<file path="config.mk">
export PLATFORM = sky130hd
export DESIGN_NAME = p1_pattern_tx_flat
export DESIGN_NICKNAME = d
export VERILOG_FILES = /design/src/rtl/p1_pkg.sv /design/src/rtl/p1_pattern_tx_if.sv /design/src/rtl/p1_tx_shifter.sv /design/src/rtl/p1_pattern_tx.sv /design/src/flat_wrapper.sv
export SDC_FILE = /design/constraint.sdc
export NUM_CORES = 1
export LEC_CHECK = 0
export ABC_AREA = 1
export CAP_MARGIN = 20
export CELL_PAD_IN_SITES_DETAIL_PLACEMENT = 0
export CELL_PAD_IN_SITES_GLOBAL_PLACEMENT = 1
export CORE_UTILIZATION = 35
export CTS_BUF_LIST = sky130_fd_sc_hd__clkbuf_2 sky130_fd_sc_hd__clkbuf_4 sky130_fd_sc_hd__clkbuf_8
export DETAILED_ROUTE_END_ITERATION = 10
export PLACE_DENSITY_LB_ADDON = 0.1
export SLEW_MARGIN = 40
export SYNTH_ARGS = -nofsm -noshare
export SYNTH_HDL_FRONTEND = slang
export SYNTH_HIERARCHICAL = 1
export SYNTH_SLANG_ARGS = --single-unit
export TNS_END_PERCENT = 50
</file>
<file path="constraint.sdc">
create_clock -name clk -period 2.26 [get_ports clk]
set_input_delay 0.226 -clock clk [delete_from_list [all_inputs] [get_ports clk]]
set_output_delay 0.226 -clock clk [all_outputs]
set_load 0.01 [all_outputs]
</file>
<file path="src/rtl/p1_pkg.sv">
// Shared types and default constants for the p1 serial pattern transmitter.
package p1_pkg;

    typedef enum logic [1:0] {
        P1_TX_IDLE  = 2'd0,
        P1_TX_SHIFT = 2'd1,
        P1_TX_PAR   = 2'd2,
        P1_TX_GAP   = 2'd3
    } p1_tx_state_e;

    localparam int P1_DATA_W  = 16;
    localparam int P1_GAP_CYC = 2;

endpackage

</file>
<file path="src/rtl/p1_pattern_tx_if.sv">
// Valid/ready word input of the p1 pattern transmitter.
interface p1_pattern_tx_if #(
    parameter int DATA_W = 16,
    parameter int LEN_W  = $clog2(DATA_W + 1)
);
    logic              in_valid;
    logic              in_ready;
    logic [DATA_W-1:0] in_data;
    logic [LEN_W-1:0]  in_len;

    modport master (output in_valid, output in_data, output in_len, input  in_ready);
    modport slave  (input  in_valid, input  in_data, input  in_len, output in_ready);
endinterface

</file>
<file path="src/rtl/p1_tx_shifter.sv">
// Left-shift register with a remaining-bit down-counter; the load window
// left-aligns bits [len-1:0] so the MSB of the window comes out first.
module p1_tx_shifter #(
    parameter int DATA_W = 16,
    parameter int LEN_W  = $clog2(DATA_W + 1)
) (
    input  logic              clk,
    input  logic              rst_n,
    input  logic              load,
    input  logic              shift,
    input  logic [DATA_W-1:0] load_data,
    input  logic [LEN_W-1:0]  load_len,
    output logic              load_msb,
    output logic              msb,
    output logic              last,
    output logic              empty
);
    logic [DATA_W-1:0] aligned;
    logic [DATA_W-1:0] sh_q, sh_d;
    logic [LEN_W-1:0]  cnt_q, cnt_d;

    // load_len is already clamped to 1..DATA_W by the caller
    assign aligned  = load_data << (LEN_W'(DATA_W) - load_len);
    assign load_msb = aligned[DATA_W-1];
    assign msb      = sh_q[DATA_W-1];
    assign last     = (cnt_q == LEN_W'(1));
    assign empty    = (cnt_q == '0);

    always_comb begin
        sh_d  = sh_q;
        cnt_d = cnt_q;
        if (load) begin
            sh_d  = aligned << 1;
            cnt_d = load_len - LEN_W'(1);
        end else if (shift) begin
            sh_d  = sh_q << 1;
            cnt_d = cnt_q - LEN_W'(1);
        end
    end

    always_ff @(posedge clk or negedge rst_n) begin
        if (!rst_n) begin
            sh_q  <= '0;
            cnt_q <= '0;
        end else begin
            sh_q  <= sh_d;
            cnt_q <= cnt_d;
        end
    end
endmodule

</file>
<file path="src/rtl/p1_pattern_tx.sv">
// p1 serial pattern transmitter: words in over valid/ready, MSB-first bits out on X.
// Define P1_TX_PARITY_EN to append one even-parity bit after the data bits.
//
// state | meaning
// IDLE  | ready for a word, X at idle level
// SHIFT | data bits on X
// PAR   | even-parity bit on X (parity build only)
// GAP   | idle level for GAP_CYC cycles before the next word
module p1_pattern_tx
    import p1_pkg::*;
#(
    parameter int   DATA_W   = P1_DATA_W,
    parameter int   LEN_W    = $clog2(DATA_W + 1),
    parameter int   GAP_CYC  = P1_GAP_CYC,
    parameter logic IDLE_BIT = 1'b0
) (
    input  logic            clk,
    input  logic            rst_n,
    p1_pattern_tx_if.slave  in_if,
    output logic            X,
    output logic            tx_active,
    output logic            done
);
    localparam int GAP_W = (GAP_CYC > 1) ? $clog2(GAP_CYC) : 1;
`ifdef P1_TX_PARITY_EN
    localparam bit PAR_EN = 1'b1;
`else
    localparam bit PAR_EN = 1'b0;
`endif

    p1_tx_state_e     state_q, state_d;
    logic             x_q, x_d;
    logic             act_q, act_d;
    logic             done_q, done_d;
    logic [GAP_W-1:0] gap_q, gap_d;
`ifdef P1_TX_PARITY_EN
    logic             par_q, par_d;
`endif

    logic             accept, load, shift;
    logic             load_msb, sh_msb, sh_last, sh_empty;
    logic [LEN_W-1:0] eff_len;

    // Ready drops combinationally with reset so nothing is accepted while held in reset
    assign in_if.in_ready = rst_n && (state_q == P1_TX_IDLE);
    assign accept         = in_if.in_valid && in_if.in_ready;
    assign eff_len        = ((in_if.in_len == '0) || (in_if.in_len > LEN_W'(DATA_W)))
                            ? LEN_W'(DATA_W) : in_if.in_len;

    p1_tx_shifter #(.DATA_W(DATA_W), .LEN_W(LEN_W)) u_shifter (
        .clk       (clk),
        .rst_n     (rst_n),
        .load      (load),
        .shift     (shift),
        .load_data (in_if.in_data),
        .load_len  (eff_len),
        .load_msb  (load_msb),
        .msb       (sh_msb),
        .last      (sh_last),
        .empty     (sh_empty)
    );

    always_comb begin
        state_d = state_q;
        x_d     = IDLE_BIT;
        act_d   = 1'b0;
        done_d  = 1'b0;
        gap_d   = gap_q;
        load    = 1'b0;
        shift   = 1'b0;
`ifdef P1_TX_PARITY_EN
        par_d   = par_q;
`endif
        case (state_q)
            P1_TX_IDLE: begin
                if (accept) begin
                    load    = 1'b1;
                    x_d     = load_msb;
                    act_d   = 1'b1;
                    done_d  = (eff_len == LEN_W'(1)) && !PAR_EN;
                    state_d = P1_TX_SHIFT;
`ifdef P1_TX_PARITY_EN
                    par_d   = load_msb;
`endif
                end
            end
            P1_TX_SHIFT: begin
                if (!sh_empty) begin
                    shift  = 1'b1;
                    x_d    = sh_msb;
                    act_d  = 1'b1;
                    done_d = sh_last && !PAR_EN;
`ifdef P1_TX_PARITY_EN
                    par_d  = par_q ^ sh_msb;
`endif
                end else begin
`ifdef P1_TX_PARITY_EN
                    x_d     = par_q;
                    act_d   = 1'b1;
                    done_d  = 1'b1;
                    state_d = P1_TX_PAR;
`else
                    if (GAP_CYC == 0) begin
                        state_d = P1_TX_IDLE;
                    end else begin
                        state_d = P1_TX_GAP;
                        gap_d   = GAP_W'(GAP_CYC - 1);
                    end
`endif
                end
            end
`ifdef P1_TX_PARITY_EN
            P1_TX_PAR: begin
                if (GAP_CYC == 0) begin
                    state_d = P1_TX_IDLE;
                end else begin
                    state_d = P1_TX_GAP;
                    gap_d   = GAP_W'(GAP_CYC - 1);
                end
            end
`endif
            P1_TX_GAP: begin
                if (gap_q == '0) begin
                    state_d = P1_TX_IDLE;
                end else begin
                    gap_d = gap_q - GAP_W'(1);
                end
            end
            default: state_d = P1_TX_IDLE;
        endcase
    end

    always_ff @(posedge clk or negedge rst_n) begin
        if (!rst_n) begin
            state_q <= P1_TX_IDLE;
            x_q     <= IDLE_BIT;
            act_q   <= 1'b0;
            done_q  <= 1'b0;
            gap_q   <= '0;
`ifdef P1_TX_PARITY_EN
            par_q   <= 1'b0;
`endif
        end else begin
            state_q <= state_d;
            x_q     <= x_d;
            act_q   <= act_d;
            done_q  <= done_d;
            gap_q   <= gap_d;
`ifdef P1_TX_PARITY_EN
            par_q   <= par_d;
`endif
        end
    end

    assign X         = x_q;
    assign tx_active = act_q;
    assign done      = done_q;
endmodule
</file>
<file path="src/flat_wrapper.sv">
// flat-port wrapper written by rule: the top's interface ports become plain ports
module p1_pattern_tx_flat import p1_pkg::*;
#(
    parameter int   DATA_W   = P1_DATA_W,
    parameter int   LEN_W    = $clog2(DATA_W + 1),
    parameter int   GAP_CYC  = P1_GAP_CYC,
    parameter logic IDLE_BIT = 1'b0
)
  (clk, rst_n, X, tx_active, done, in_if_in_valid, in_if_in_data, in_if_in_len, in_if_in_ready);
  p1_pattern_tx_if #(.DATA_W(DATA_W), .LEN_W(LEN_W)) in_if_i ();
  input  logic clk;
  input  logic rst_n;
  output logic X;
  output logic tx_active;
  output logic done;
  input wire logic [$bits(in_if_i.in_valid)-1:0] in_if_in_valid;
  input wire logic [$bits(in_if_i.in_data)-1:0] in_if_in_data;
  input wire logic [$bits(in_if_i.in_len)-1:0] in_if_in_len;
  output wire logic [$bits(in_if_i.in_ready)-1:0] in_if_in_ready;
  assign in_if_i.in_valid = in_if_in_valid;
  assign in_if_i.in_data = in_if_in_data;
  assign in_if_i.in_len = in_if_in_len;
  assign in_if_in_ready = in_if_i.in_ready;
  p1_pattern_tx #(.DATA_W(DATA_W), .LEN_W(LEN_W), .GAP_CYC(GAP_CYC), .IDLE_BIT(IDLE_BIT)) u_core (.clk(clk), .rst_n(rst_n), .in_if(in_if_i), .X(X), .tx_active(tx_active), .done(done));
endmodule
</file>
* Word level (Yosys, flattened, before mapping)
Index checks and enable logic that the tools add are counted.
** Cells by class
- Add/subtract/negate cells :: 4
- Multiplexer cells :: 23
- $lt $le $gt $ge :: 1
- Shift operators :: 1
- Reductions and logical operators :: 10
- Equal/unequal tests :: 7
** Operator list (count)
- $mux 16 :: 2
- $shl 16x5->16 :: 1
- $mux 5 :: 3
- $eq 5x1->1 const B :: 2
- $logic_not 5->1 :: 2
- $mux 1 :: 10
- $sub 5x1->5 const B :: 2
- $pmux 1 s2 :: 4
- $mux 2 :: 3
- $pmux 2 s3 :: 1
- $gt 5x5->1 const B :: 1
- $sub 5x5->5 const A :: 1
- $ne 2x1->1 const B :: 2
- $reduce_bool 2->1 :: 2
- $reduce_and 3->1 :: 1
- $eq 2x1->1 const B :: 1
- $eq 2x2->1 const B :: 1
- $logic_and 1x1->1 :: 2
- $logic_not 2->1 :: 1
- $ne 2x2->1 const B :: 1
- $reduce_and 2->1 :: 1
- $logic_or 1x1->1 :: 1
- $sub 1x1->1 const B :: 1
** Word-level totals
- Input port bits :: 24
- Register bits after elaboration :: 27
- Output and inout port bits :: 4

* Depth between registers and ports, before layout
- Depth after elaboration :: 7
- Gate-level depth with buffers :: 19
- Depth with buffers taken out :: 15

* By module
The synthesis kept the hierarchy.
** Modules (own cells, without submodules)
- p1_tx_shifter :: area an instance 1789.2 um^2, times used 1, cells an instance 285, seq. area each 500.5 um^2
- p1_pattern_tx :: area an instance 351.6 um^2, times used 1, cells an instance 50, seq. area each 150.1 um^2

* Worst setup path after synthesis
OpenSTA, ideal clock, no wires.
- Path type :: input to register
- Start point :: in in_if_in_len[3]
- End point :: reg u_core.x_q, in the netlist u_core/X
- Library setup time :: 0.116 ns
- Required time :: 2.144 ns
- Cell stages on the path :: 18
- Data arrival time :: 2.328 ns
- Path slack :: -0.185 ns
- Cells stage by stage :: nor2_1 > nand3_1 > ha_1 > nor2_1 > buf_4 > inv_2 > buf_6 > buf_6 > ha_1 > inv_2 > buf_2 > nand3_1 > nand3_1 > o21ai_1 > nand2_1 > a21oi_1 > nand2_1 > nand2_1
** On the way
- Cells in the longest elaborated chain, start to end :: 7
- Elaborated cells between the ends (all ways) :: 8
** Ends and longest elaborated chain
- start, declared :: line flat_wrapper.sv:18 : input wire logic [$bits(in_if_i.in_len)-1:0] in_if_in_len;
- $gt 5x5->1 / $logic_not 5->1 (equally long branches) :: line p1_pattern_tx.sv:47 : assign eff_len = ((in_if.in_len == '0) || (in_if.in_len > LEN_W'(DATA_W)))
- $logic_or 1x1->1 (*) :: line p1_pattern_tx.sv:47
- $mux 5 (*) :: line p1_pattern_tx.sv:48 : ? LEN_W'(DATA_W) : in_if.in_len;
- named net u_core.eff_len[0] :: line p1_pattern_tx.sv:42 : logic [LEN_W-1:0] eff_len;
- $sub 5x5->5 (*) :: line p1_tx_shifter.sv:23 : assign aligned = load_data << (LEN_W'(DATA_W) - load_len);
- $shl 16x5->16 (*) :: line p1_tx_shifter.sv:23
- named net u_core.load_msb :: line p1_pattern_tx.sv:41 : logic load_msb, sh_msb, sh_last, sh_empty;
- $mux 1 (*) :: line p1_pattern_tx.sv:76 : if (accept) begin
- $pmux 1 s2 (*) :: line p1_pattern_tx.sv:74 : case (state_q)
- named net u_core.x_d :: line p1_pattern_tx.sv:32 : logic x_q, x_d;
- end signal, assigned :: line p1_pattern_tx.sv:136 : x_q <= IDLE_BIT;
- end signal, assigned :: line p1_pattern_tx.sv:145 : x_q <= x_d;
- end, declared :: line p1_pattern_tx.sv:32
The timed path passes the listed nets; every way through them passes the cells marked *.
A chain may end at the register's enable or synchronous reset.

* Final worst setup path
- Start point :: in in_if_in_len[0]
- End point :: reg u_core.u_shifter.sh_q[8]
** On the way
- Cells in the longest elaborated chain, start to end :: 6
- Elaborated cells between the ends (all ways) :: 7
** Ends and longest elaborated chain
- $gt 5x5->1 / $logic_not 5->1 (equally long branches) :: line p1_pattern_tx.sv:47
- $logic_or 1x1->1 :: line p1_pattern_tx.sv:47
- $mux 5 (*) :: line p1_pattern_tx.sv:48
- named net u_core.eff_len[0] :: line p1_pattern_tx.sv:42
- $sub 5x5->5 (*) :: line p1_tx_shifter.sv:23
- $shl 16x5->16 (*) :: line p1_tx_shifter.sv:23
- $mux 16 (*) :: line p1_tx_shifter.sv:32 : if (load) begin
- end signal, assigned :: line p1_tx_shifter.sv:43 : sh_q <= '0;
- end signal, assigned :: line p1_tx_shifter.sv:46 : sh_q <= sh_d;
- end, declared :: line p1_tx_shifter.sv:19 : logic [DATA_W-1:0] sh_q, sh_d;
Marked as above.

==> metrics.cfg <==
[outcome]
status = complete, no violations

[timing]
worstMarginPinSlew_ns = 0.3478
finalSetupViolCount = 0
finalCriticalPeriod_ns = 2.186
finClkSkew_ns = 0.005677
timing.final.crit_share_pct = 96.72
drv_slew = 0
relSlewSlack_pct = 76.81
finalHoldViolCount = 0
max_freq_ghz = 0.4575
fin_tns_setup_ns = 0

[synth]
netlist_area_mm2 = 0.002141
synth.most_common_cell = nand2_1
yosysTopAreaCellShare_pct = 30.39
netlist-cell-type-count = 30
synth_edf_count = 0
seq_area_frac_synth_pct = 30.39
synth_fp_nets = 364
synthTopCellsByCount = nand2_1 (112), nand3_1 (63), inv_1 (31)
synthArstFlopShare_pct = 100.0
netlist.top_cell.by_area = dfrtp_1
syn_area_per_cell_um2 = 6.390
ys_seq_elements = 26
netlist_top_cells_area = dfrtp_1 (30%), nand2_1 (20%), nand3_1 (15%)
synth-main-ff-cell = dfrtp_1
yosys_warnings = 6
synth_cells = 335

[min_path]
hp-class = in -> async

[floorplanning]
start_util_pct = 36.16
core_mm2 = 0.005921
ios = 28
fp.dieH_um = 80.21
dieArea_mm2 = 0.006434
die_x_um = 80.21
num_rows = 28

[setup_path]
setup.worst_path.end_class = register
path_max_fanout = 15
path_cells = clkdlybuf4s50_1 -> inv_1 -> nand3_1 -> ha_4 -> nor2_4 -> inv_4 -> ha_4 -> inv_6 -> nand3_1 -> o21ai_2 -> o21ai_1 -> buf_4 -> nand2_1 -> a21oi_2
start_kind = primary input
critical-path-slowest-cell = clkdlybuf4s50_1
crit_arrival_ns = 2.39
slowest_delay_ns = 0.44
crit_type = in -> reg
critPathRequiredTime_ns = 2.47

[power_and_ir_drop]
p_leak_nw = 1.417
power_switching_share_pct = 41.64
p_int_mw = 1.471
combPwrFrac_pct = 58.5
power_frac_seq_pct = 31.2
ir_drop_mv = 0.4489
power.density_mw_per_mm2 = 884.2
switchingPower_mw = 1.049
p_clk_share_pct = 10.3

[final_layout]
drive_gt1_share_pct = 20.93
fillers = 633
areaGrowthSynthToFinish_pct = 33.14
antenna_cells = 0
finalCoreUtilization_pct = 48.14
fin_nets = 418
regArea_um2 = 650.6
multi_input_area_mm2 = 0.001379

[global_routing]
grt_overflow = 0
grt_pass1_wl_um = 9770
grtUsageTotal_pct = 19.11
antenna_found_initial = 0
grt_max_degree = 28
first_global_vias = 2181

[job]
drv_cap = 0

[clock_tree]
clk_pin_slew_ns = 0.09
worst_skew_pair.late_latency_ns = 0.27
cts_hold_buf = 0
cts_buffers = 3
h-tree-depth = 1
clockRootBuffer = clkbuf_8
clock_path_buffers = 2
tritoncts = yes
clock_sinks = 26

[route]
dr.pass1.iters = 4
dr_total_vias = 2245
drt_wl_total_um = 5758
first_iter_violations = 91
drc = 0
drt-wirelength-per-cell_um = 12.46
drt.antenna.violating_nets = 0
viasPerCell = 4.859

[place]
gp_congestion = 0.8631
io_buffers = 27
dpl.hpwl_um = 4406

==> flip-flops by register name (all words and copies together), names as in the netlist <==
| signal | flops |
|---|---|
| u_core/u_shifter/sh_q | 15 |
| u_core/u_shifter/cnt_q | 5 |
| u_core/state_q | 2 |
| u_core/X | 1 |
| u_core/done | 1 |
| u_core/gap_q | 1 |
| u_core/tx_active | 1 |
==> layout make-up <==
| cell class | count | area share (%) |
|---|---|---|
| Clock buffer | 3 | 1.449 |
| Inverter | 36 | 5.136 |
| Multi-Input combinational cell | 261 | 48.38 |
| Timing Repair Buffer | 61 | 18.92 |
| Sequential cell | 26 | 22.83 |
| Tap cell | 75 | 3.292 |
==> worst max-delay path: cells and delay by family <==
family          cells  cell delay, ns
simple gates        4            0.42
compound gates      3            0.38
buf+inv             5            0.80
fa+ha+maj           2            0.56
==> kinds of logic (layout without fill, tap and decap cells) <==
logic type | count (synthesis) | after routing | synth area share, %
simple gates | 219 | 220 | 46.41
xor+xnor | 1 | 1 | 0.4092
fa+ha+maj | 5 | 5 | 2.922
buf+inv | 49 | 100 | 10.64
flops | 26 | 26 | 30.39
compound gates | 35 | 35 | 9.235
==> what timing repair did <==
| action | CTS | global route |
|---|---|---|
| setup buffers | 0 | 4 |
| gates cloned | 0 | 1 |
| setup endpoints to repair | 12 | 16 |
| pin swaps | 0 | 3 |
| gates resized for setup | 4 | 21 |
==> stage by stage <==
stage	total power, mW	worst slack (ns)	instance area (um^2)	hold slack, ns	std cells
after detailed placement	2.169	-0.3313	2678	0.4662	454
after CTS	2.449	0.01333	2734	0.4016	457
after global routing	2.773	-0.02197	2850	0.4231	462
after floorplan	1.695	0.007134	2181	-0.06959	335
after global placement	2.157	-0.3261	2678	0.4610	454
final	2.520	0.07416	2850	0.3869	462
==> routing by layer <==
metal | GRT usage [%] | wire, um
met1 | 25.30 | 2844
met2 | 34.02 | 2774
met3 | 2.727 | 127
met4 | 1.607 | 12
met5 | 0 | 0
==> power groups by stage <==
stage | Clock, mW | Sequential, mW | Combinational, mW
2_1_floorplan | 0 | 0.771 | 0.923
3_3_place_gp | 0 | 0.788 | 1.37
3_5_place_dp | 0 | 0.794 | 1.38
4_1_cts | 0.272 | 0.784 | 1.39
5_1_grt | 0.289 | 0.807 | 1.68
6_report | 0.259 | 0.786 | 1.48
==> final timing paths <==
check                                          start                        end  slack [ns]  cells past startpoint
max                                  in_if_in_len[0]   u_core/u_shifter/sh_q[8]        0.07                     14
min                                            rst_n  u_core/u_shifter/cnt_q[4]        0.39                      2
max reg2reg                u_core/u_shifter/cnt_q[0]  u_core/u_shifter/sh_q[15]        0.18                     13
min reg2reg                 u_core/u_shifter/sh_q[6]   u_core/u_shifter/sh_q[6]        0.48                      2
max in group asynchronous                      rst_n   u_core/u_shifter/sh_q[1]        1.61                      2
min in group clk            u_core/u_shifter/sh_q[6]   u_core/u_shifter/sh_q[6]        0.48                      2
==> cell usage in the layout, fill, tap and decap left out, types with 2 or more instances in the layout <==
cell	n
nor2_4	4
o21ai_1	3
a21oi_2	2
clkbuf_8	3
nor2_1	15
dfrtp_1	26
nor3_2	2
o21ai_0	16
inv_1	29
nand3_2	4
nand2_1	109
nand2_2	6
a21oi_1	7
nor2_2	4
a22oi_1	2
nor3_1	4
nand2_4	2
or2_2	7
ha_1	2
clkdlybuf4s50_1	27
nand4_1	2
ha_4	3
inv_2	4
nand3_1	59
buf_4	31
(Power assumes the default switching activity.)
